## src/rtl/decimating_boxcar_averager_pkg.sv

```systemverilog
// Shared widths, FSM state type and the decimation-shift clamp for the
// OPO lock-path pre-averager.
package decimating_boxcar_averager_pkg;

    localparam int word_width       = 16;
    localparam int config_reg_width = 8;
    localparam int decim_max_shift  = 10;
    localparam int shift_width      = 4;

    typedef enum logic {
        S_FLUSH = 1'b0,
        S_ACCUM = 1'b1
    } decim_state_t;

    function automatic logic [shift_width-1:0] clamp_shift(input logic [31:0] cfg,
                                                           input int max_shift);
        if (cfg > 32'(max_shift)) begin
            return shift_width'(max_shift);
        end
        return shift_width'(cfg);
    endfunction

endpackage

```

## src/rtl/decimating_boxcar_averager.sv

```systemverilog
// Block (non-overlapping) boxcar averager: sums 2^shift signed samples and
// emits their floor mean with a one-cycle strobe, then restarts.
module decimating_boxcar_averager
    import decimating_boxcar_averager_pkg::*;
#(
    parameter int WIDTH     = word_width,
    parameter int MAX_SHIFT = decim_max_shift,
    parameter int CFG_WIDTH = config_reg_width
) (
    input  logic                 clk,
    input  logic                 rst,
    input  logic                 enable,
    input  logic [CFG_WIDTH-1:0] decim_shift,
    input  logic [WIDTH-1:0]     adc_in,
    input  logic                 adc_in_valid,
    output logic [WIDTH-1:0]     signal_out,
    output logic                 signal_out_valid,
    output logic                 settled
);

    localparam int ACC_W = WIDTH + MAX_SHIFT;

    decim_state_t            state, state_n;
    logic [shift_width-1:0]  shift_cfg, shift_int, shift_int_n;
    logic signed [ACC_W-1:0] acc, acc_n, sum;
    logic [MAX_SHIFT-1:0]    cnt, cnt_n, last_cnt;
    logic [MAX_SHIFT:0]      blk_len;
    logic [WIDTH-1:0]        signal_out_n;
    logic                    valid_n, settled_n;

    assign shift_cfg = clamp_shift(32'(decim_shift), MAX_SHIFT);
    assign sum       = acc + $signed({{MAX_SHIFT{adc_in[WIDTH-1]}}, adc_in});
    assign blk_len   = (MAX_SHIFT+1)'(1) << shift_int;
    assign last_cnt  = MAX_SHIFT'(blk_len - (MAX_SHIFT+1)'(1));

    always_ff @(posedge clk) begin
        if (!rst) begin
            state            <= S_FLUSH;
            shift_int        <= shift_cfg;
            acc              <= '0;
            cnt              <= '0;
            signal_out       <= '0;
            signal_out_valid <= 1'b0;
            settled          <= 1'b0;
        end else begin
            state            <= state_n;
            shift_int        <= shift_int_n;
            acc              <= acc_n;
            cnt              <= cnt_n;
            signal_out       <= signal_out_n;
            signal_out_valid <= valid_n;
            settled          <= settled_n;
        end
    end

    always_comb begin
        state_n      = state;
        shift_int_n  = shift_int;
        acc_n        = acc;
        cnt_n        = cnt;
        signal_out_n = signal_out;
        valid_n      = 1'b0;
        settled_n    = settled;
        case (state)
            S_FLUSH: begin
                acc_n       = '0;
                cnt_n       = '0;
                settled_n   = 1'b0;
                shift_int_n = shift_cfg;
                if (enable) begin
                    state_n = S_ACCUM;
                end
            end
            S_ACCUM: begin
                // A config change is judged on the clamped value, so moving
                // between two out-of-range settings does not restart the block.
                if (!enable || (shift_cfg != shift_int)) begin
                    state_n = S_FLUSH;
                end else if (adc_in_valid) begin
                    if (cnt == last_cnt) begin
                        signal_out_n = WIDTH'(sum >>> shift_int);
                        valid_n      = 1'b1;
                        settled_n    = 1'b1;
                        acc_n        = '0;
                        cnt_n        = '0;
                    end else begin
                        acc_n = sum;
                        cnt_n = cnt + MAX_SHIFT'(1);
                    end
                end
            end
            default: begin
                state_n = S_FLUSH;
            end
        endcase
    end

endmodule

```

## config.mk

```make
export PLATFORM = sky130hd
export DESIGN_NAME = decimating_boxcar_averager
export DESIGN_NICKNAME = d
export VERILOG_FILES = /design/src/rtl/decimating_boxcar_averager_pkg.sv /design/src/rtl/decimating_boxcar_averager.sv
export SDC_FILE = /design/constraint.sdc
export NUM_CORES = 1
export LEC_CHECK = 0
export CAP_MARGIN = 15
export CORE_ASPECT_RATIO = 0.75
export CORE_MARGIN = 5
export CORE_UTILIZATION = 50
export CTS_CLUSTER_DIAMETER = 40
export CTS_CLUSTER_SIZE = 25
export DETAILED_ROUTE_END_ITERATION = 16
export PLACE_DENSITY = 0.75
export SLEW_MARGIN = 20
export SYNTH_ARGS = -nofsm -noshare
export SYNTH_HDL_FRONTEND = slang
export SYNTH_SLANG_ARGS = --single-unit
```

## constraint.sdc

```tcl
create_clock -name clk -period 3.52 [get_ports clk]
set_input_delay 0.352 -clock clk [delete_from_list [all_inputs] [get_ports clk]]
set_output_delay 0.352 -clock clk [all_outputs]
set_load 0.005 [all_outputs]
```

==> results of run 1 <==
logic make-up after synthesis:
group	share of synthesized area, %
adders and majority gates	6.89
buffers and inverters	4.72
AOI/OAI and AO/OA	24.8
xor gates and xnor gates	5.90
muxes	11.3
and+or+nand+nor	22.9
DFF	23.5
per-layer routing:
metal / GRT usage (%) / part of all wire [%]
met1: 34.8 / 46
met4: 7.42 / 2.0
met5: 0 / 0
met2: 38.9 / 44
met3: 5.08 / 7.5
critical path, stage by stage:
cell             delay, ps
clkdlybuf4s50_1        410
ha_1                   230
fa_1                   410
a211oi_2               230
o21ai_1                130
a221oi_2               310
buf_4                  190
xnor2_1                120
mux4_2                 510
and2_1                 190
a2111oi_1              430
a211oi_1               100
registers in the layout (all words and copies together), names as in the netlist:
signal and count:
cnt 10, acc 26, shift_int 4, settled 1, state 1, signal_out_valid 1, signal_out 16
power groups by stage:
| stage | logic, W | clock network [W] | registers, W |
|---|---|---|---|
| after detailed placement | 0.000556 | 0 | 0.000711 |
| after global placement | 0.000547 | 0 | 0.000710 |
| after floorplan | 0.000352 | 0 | 0.000708 |
| after global routing | 0.000619 | 0.000929 | 0.000699 |
| final | 0.000568 | 0.000888 | 0.000697 |
| after CTS | 0.000559 | 0.000900 | 0.000697 |
metrics by stage:
stage	total power [W]	TNS, ps	utilization, %
5_1_grt	0.00225	0	63.3
6_report	0.00215	0	63.3
3_3_place_gp	0.00126	-166	60.3
2_1_floorplan	0.00106	0	-
4_1_cts	0.00216	0	63.2
3_5_place_dp	0.00127	-523	60.3
worst max-delay path by stage:
stage                  from              to  slack, ps
2_1_floorplan  shift_int[2]   signal_out[8]         40
3_3_place_gp      adc_in[0]  signal_out[13]       -110
3_5_place_dp      adc_in[0]  signal_out[13]       -220
4_1_cts        shift_int[1]   signal_out[6]        110
5_1_grt           adc_in[0]  signal_out[13]         10
6_report          adc_in[0]  signal_out[13]         90
area by class of cell:
| cell class | count | area (sq um) |
|---|---|---|
| clock buffer | 11 | 243 |
| clock inverter | 5 | 52.6 |
| fill | 910 | 3750 |
| inverter | 14 | 52.6 |
| multi-input combinational | 556 | 3740 |
| sequential | 59 | 1220 |
| tap | 136 | 170 |
| timing repair buffer | 112 | 978 |
cells in the final DEF (no fill, tap or decap), types with 14 or more instances in the layout:
master           count
buf_4               65
nand2_1             57
nor2_1              85
o21ai_0             31
ha_1                26
xnor2_1             21
dfxtp_1             55
mux2i_1             39
nand3_1             23
a21oi_1             56
xor2_1              14
a211oi_1            14
nor3_1              18
clkdlybuf4s50_1     45
==> impl_metrics.ini, run 1 <==
[die]
ios = 46
rows = 32
die_area_sq_um = 12600
core_sq_um = 10200
initial_utilization_pct = 50.9
dieHeight_um = 98.3
die_w_um = 128

[layout]
synthToLayoutAreaGrowth_pct = 24.4
antenna_cells = 0
nets = 808
design_area_sq_um = 6460
instances_no_fill = 893
drive_above_1_share_pct = 15.3

[routing]
antenna_left = 0
route.detailed.drc = 0
drt-pass1-iter-count = 5
vias = 5523
wl_per_cell_um = 17.6
avgViaCountPerCell = 6.18
routed_wirelength_um = 15700
first_iter_violations = 522

[cts]
clkLatencyLatePin_ps = 330
cts-root-buf = clkbuf_16
clockBufferDepth = 2
cts_hold_buf = 0
numClockSinks = 59
cts-htree-levels = 3
clkSlewWorstSetupHoldPaths_ps = 50
cts_inserted_buffers = 9
cts_tree = yes
post_cts_buffers = 0
cts-resized-gates = 0

[synth]
ys_types = 77
synth_common_cells = nor2_1, nand2_1, a21oi_1, dfxtp_1, mux2i_1
yosysMostFrequentCell = nor2_1
synth_top_area_cell = dfxtp_1
yosysWarnings = 0
synth.top_cell.area_share_pct = 21.2
seq_area_frac_synth_pct = 23.5
synthArstFlopShare_pct = 0
netlist_instances = 672
synth_seq_cells = 59
netlist_top_cells_area = dfxtp_1, mux2i_1, ha_1
synth-edff-count = 4
syn_nets = 728
synth_area_per_cell_sq_um = 7.73
synth-main-ff-cell = dfxtp_1
netlist_area_sq_um = 5200

[critical_path]
r2r_slack_ps = 200
r2r-start = shift_int[1]
path_max_fanout = 5
rr_endpoint = signal_out[6]
reg2reg_depth = 14
cp.required_ps = 3720
setup.worst_path.class = in2reg
end_kind = register
arrival_ps = 3630
start_kind = primary input

[timing]
setup_viol = 0
post-route-min-period_ps = 3430
drv_slew = 0
setup_ws_ps = 90.5
tightest_slew_ps = 637
hold_viol = 0
grt_setup_unrepaired = false
fmax_mhz = 292
slew_headroom_pct = 57.1
min_period_over_period_pct = 97.4
worst_hold_slack_ps = 469
finClkSkew_ps = 4.32

[placement]
dpl_worst_slack_ps = -216
hpwl_um = 12000
dpl_cell_area_sq_um = 6150
dp.cells = 877
port_buffers = 45
gp_congestion = 0.972

[pwr]
p_switching_w = 0.000647
p_leak_nw = 2.59
pwr-share-seq_pct = 32.4
internal-power_w = 0.00151
power.share.clock_pct = 41.2
ir_drop_mv = 0.256
power.density_nw_per_um2 = 333
swShare_pct = 30.0
p_comb_share_pct = 26.4

[worst_hold_path]
hold_depth = 2
hold_start = signal_out[7]
hp-class = reg2reg
min_to = signal_out[7]

[global_route]
grt_usage_pct = 24.9
grt_max_degree = 40
gr-total-overflow = 0
grt_pass1_vias = 5183
grt_pass1_wl_um = 25700
antenna_found_initial = 0

[job]
drv_cap = 0

[status]
outcome = finished clean
No activity file was read; power rests on OpenSTA's default activity.
==> run 2: changes to the inputs <==
GPL_TIMING_DRIVEN = 0   (was not set)
==> run 2 against run 1 <==
Effect of this change:
- critical path depth down 1
- routed wire length grew 12%
- clock skew rose by 6.5 ps
- die area did not move
- hold slack got worse by 0.90 ps
- critical path type unchanged
- final area is 1.4% higher
- fmax down 2.1%
- clock-buffer cell count is 1 lower
- largest cell class unchanged
- cell count shrank 1.2%
- global-route usage grew 2.2 points
==> impl_metrics.ini, run 2 (synthesized netlist as in run 1, its figures left out) <==
[status]
outcome = finished clean

[critical_path]
setup.worst_path.class = in2reg
start_kind = primary input
arrival_ps = 3730
path_max_fanout = 5
reg2reg_depth = 16
cp.required_ps = 3740
end_kind = register

[global_route]
antenna_found_initial = 0
grt_usage_pct = 27.1
grt_pass1_vias = 5246
grt_max_degree = 20
gr-total-overflow = 0
grt_pass1_wl_um = 27500

[routing]
vias = 5716
antenna_left = 0
route.detailed.drc = 0
first_iter_violations = 606
wl_per_cell_um = 19.9
drt-pass1-iter-count = 5
avgViaCountPerCell = 6.48
routed_wirelength_um = 17600

[cts]
cts-htree-levels = 3
cts_tree = yes
cts-root-buf = clkbuf_16
clockBufferDepth = 2
clkSlewWorstSetupHoldPaths_ps = 50
cts_inserted_buffers = 9
clkLatencyLatePin_ps = 340
numClockSinks = 59
cts_hold_buf = 0

[layout]
final_core_util_pct = 64.2
layout_common_cells = nor2_1, nand2_1, dfxtp_1
synthToLayoutAreaGrowth_pct = 26.1
top_regs = acc x26, signal_out x16, cnt x10
layout_commonest_cell = nor2_1
regMostFlops = acc
nets = 797
largest_reg_flops = 26
antenna_cells = 0
drive_above_1_share_pct = 16.2
instances_no_fill = 882

[worst_hold_path]
hp-class = reg2reg
hold_depth = 2

[timing]
tightest_slew_ps = 629
setup_ws_ps = 15.9
min_period_over_period_pct = 99.5
grt_setup_unrepaired = true
setup_viol = 0
hold_viol = 0
post-route-min-period_ps = 3500
slew_headroom_pct = 57.7
finClkSkew_ps = 10.8
drv_slew = 0
fmax_mhz = 285

[placement]
port_buffers = 45
dpl_worst_slack_ps = -743
hpwl_um = 13100
gp_congestion = 0.974
dp.cells = 853

[job]
drv_cap = 0

[pwr]
power.density_nw_per_um2 = 326
p_leak_nw = 2.55
ir_drop_mv = 0.249

[die]
dieHeight_um = 98.3
rows = 32
die_w_um = 128
die_area_sq_um = 12600
core_sq_um = 10200
initial_utilization_pct = 50.9
ios = 46
run 2: cell count changes in the layout (fill, tap and decap cells not counted), moves of 5 or more:
cell	before	now
buf_2	0	7
buf_4	65	19
o21ai_0	31	26
clkbuf_1	1	15
buf_6	0	5
run 2: layout make-up:
| cell class | instances | area (sq um) |
|---|---|---|
| clock inverters | 6 | 56.3 |
| inverters | 14 | 53.8 |
| flip-flops and latches | 59 | 1220 |
| fillers | 875 | 3660 |
| plain buffers | 40 | 262 |
| well taps | 136 | 170 |
| clock buffers | 10 | 229 |
| repair buffers | 61 | 583 |
| multi-input cells | 556 | 3980 |
run 2: where the power goes:
| part | internal, W | switching [W] |
|---|---|---|
| Combinational | 0.000219 | 0.000342 |
| Sequential | 0.000688 | 0.00000811 |
| Clock | 0.000542 | 0.000338 |
run 2: what timing repair did:
item / CTS / global route
gates cloned: 0 / 1
setup endpoints to repair: 54 / 46
resized for setup: 37 / 44
buffers inserted: 9 / 6
pin swaps: 6 / 11
run 2: final timing paths:
| kind | endpoint | slack (ps) | start |
|---|---|---|---|
| worst min register to register | signal_out[7] | 470 | signal_out[7] |
| worst min-delay path | signal_out[7] | 470 | signal_out[7] |
| worst max-delay path | signal_out[12] | 20 | adc_in[0] |
| worst max register to register | signal_out[8] | 90 | shift_int[3] |
run 2: per-stage QoR:
stage	power (W)	TNS (ps)	area, sq um	hold WS, ps
2_1_floorplan	0.00106	0	5200	454
3_3_place_gp	0.00120	-27220	5820	456
3_5_place_dp	0.00121	-29630	5820	464
4_1_cts	0.00210	0	6310	472
5_1_grt	0.00222	-101	6550	495
6_report	0.00214	0	6550	468
run 2: routing by layer:
layer | global-route usage, % | part of all wire (%) | vias up
li1 | - | - | 2636
met1 | 39.0 | 45 | 2749
met2 | 40.9 | 44 | 293
met3 | 5.25 | 9.0 | 38
met4 | 8.48 | 1.9 | 0
met5 | 0 | 0 | -
run 2: critical path: stages:
cell,delay [ps]
clkdlybuf4s50_1,410
ha_2,210
fa_2,400
a211oi_4,310
o21ai_4,110
a221oi_4,420
buf_4,190
xnor2_2,100
mux2_2,350
mux4_2,550
o311a_1,310
==> run 3: changes to the inputs <==
CORE_UTILIZATION = 48   (was 50)
PLACE_DENSITY = 0.7   (was 0.75)
clock period = 3.7 ns   (was 3.52 ns; I/O delays follow)
==> run 3 against run 2 <==
Effect of this change:
- clock-buffer cell count is 2 higher
- final area is 0.67% lower
- highest routed layer unchanged
- register-to-register slack worse by 30 ps
==> impl_metrics.ini, run 3 (synthesized netlist as in run 1, its figures left out) <==
[timing]
post-route-min-period_ps = 3640
hold_viol = 0
tightest_slew_ps = 587
drv_slew = 0
slew_headroom_pct = 60.6
setup_viol = 0
min_period_over_period_pct = 98.4
worst_hold_slack_ps = 467
grt_setup_unrepaired = true
fmax_mhz = 275
finClkSkew_ps = 10.7
setup_ws_ps = 59.6

[pwr]
ir_drop_mv = 0.241
power.density_nw_per_um2 = 327
p_leak_nw = 2.57

[die]
die_area_sq_um = 13000
ios = 46
initial_utilization_pct = 49.7
core_sq_um = 10500
rows = 32
dieHeight_um = 100
die_w_um = 130

[routing]
first_iter_violations = 574
antenna_left = 0
drt-pass1-iter-count = 5
route.detailed.drc = 0
vias = 5598
routed_wirelength_um = 17300
avgViaCountPerCell = 6.32
wl_per_cell_um = 19.5

[global_route]
grt_pass1_wl_um = 26900
grt_pass1_vias = 5117
grt_usage_pct = 26.1
grt_max_degree = 20
antenna_found_initial = 0
gr-total-overflow = 0

[critical_path]
r2r-start = shift_int[3]
start_kind = register
cpLargestDelayFamily = simple AND/OR/NAND/NOR gates
setup.worst_path.class = reg2reg
critPathBufInv = 5
end_kind = register
r2r_slack_ps = 60
rr_endpoint = signal_out[8]
cp_cell_sequence = buf_6 > inv_1 > buf_6 > nand2_4 > nor2_4 > nand2_1 > ha_1 > buf_6 > mux2_4 > a32oi_4 > xnor2_2 > or4_4 > nor4_4 > buf_6 > o21ai_2 > a31o_1 > a311oi_2
arrival_ps = 3890
cp.required_ps = 3950
cp_slowest_cell = or4_4
path_max_fanout = 9
cpPeakStageDelay_ps = 590
reg2reg_depth = 17
crit_path_frequent_cell = buf_6

[cts]
cts_tree = yes
clkLatencyLatePin_ps = 340
clkSlewWorstSetupHoldPaths_ps = 60
numClockSinks = 59
cts-htree-levels = 3
clockBufferDepth = 2
cts-root-buf = clkbuf_16
cts_inserted_buffers = 9

[layout]
layout_commonest_cell = nor2_1
synthToLayoutAreaGrowth_pct = 25.3
top_regs = acc x26, signal_out x16, cnt x10
regMostFlops = acc
layout_common_cells = nor2_1, a21oi_1, nand2_1, dfxtp_1, clkdlybuf4s50_1
drive_above_1_share_pct = 14.5
largest_reg_flops = 26
nets = 801
antenna_cells = 0

[placement]
gp_congestion = 0.987
dpl_worst_slack_ps = -891
port_buffers = 45
hpwl_um = 13000

[worst_hold_path]
min_to = signal_out[7]
hp-class = reg2reg
hold_depth = 2
hold_start = signal_out[7]

[status]
outcome = finished clean

[job]
drv_cap = 0
-- run 3: worst max path at each step --
stage,startpoint,end,cells past startpoint
finish,shift_int[3],signal_out[8],17
CTS,shift_int[3],cnt[5],15
floorplan,shift_int[0],signal_out[8],16
global route,shift_int[3],signal_out[8],17
detailed placement,shift_int[0],cnt[5],14
global placement,shift_int[0],signal_out[14],15
-- run 3: metrics by stage --
stage          cell area (sq um)  util, %  setup TNS [ps]  power (W)  cells
2_1_floorplan               5200        -               0    0.00101    672
3_3_place_gp                5820     55.7          -31130    0.00115    853
3_5_place_dp                5820     55.7          -36670    0.00115    853
4_1_cts                     6310     60.3               0    0.00211    873
5_1_grt                     6510     62.3            -147    0.00222    886
6_report                    6510     62.3               0    0.00213    886
-- run 3: what timing repair did --
item                       CTS  global route
setup buffers                6            13
cloned                       0             0
hold endpoints to repair     0             0
hold buffers                 0             0
gates resized for setup     31            39
setup endpoints to repair   54            46
pin swaps                    6             5
-- run 3: area by class of cell --
cell class	instances	area [sq um]
buffer	41	268
sequential	59	1220
clock inverter	4	72.6
multi-input combinational	556	3870
tap	136	170
inverter	14	57.6
clock buffer	12	256
fill	923	3940
timing repair buffer	64	596
-- run 3: report_power, final --
part / internal, W / switching (W)
logic: 0.000204 / 0.000317
clock network: 0.000626 / 0.000322
registers: 0.000654 / 0.00000749
total: 0.00148 / 0.000647
-- run 3: metal layers --
metal  routed length [um]  GRT usage, %  vias up  part of all wire, %
met1                 8310          39.1     2658                   48
met2                 7350          37.8      279                   43
met4                  210          5.99        0                  1.2
met5                    0             0        -                    0
met3                 1400          6.01       26                  8.1
li1                     -             -     2635                    -
-- run 3: worst reg2reg max path, stage by stage, from the launching register on --
cell	delay, ps
edfxtp_1	410
buf_6	150
inv_1	70
buf_6	120
nand2_4	70
nor2_4	100
nand2_1	60
ha_1	200
buf_6	140
mux2_4	280
a32oi_4	230
xnor2_2	130
or4_4	590
nor4_4	320
buf_6	190
o21ai_2	60
a31o_1	200
a311oi_2	220
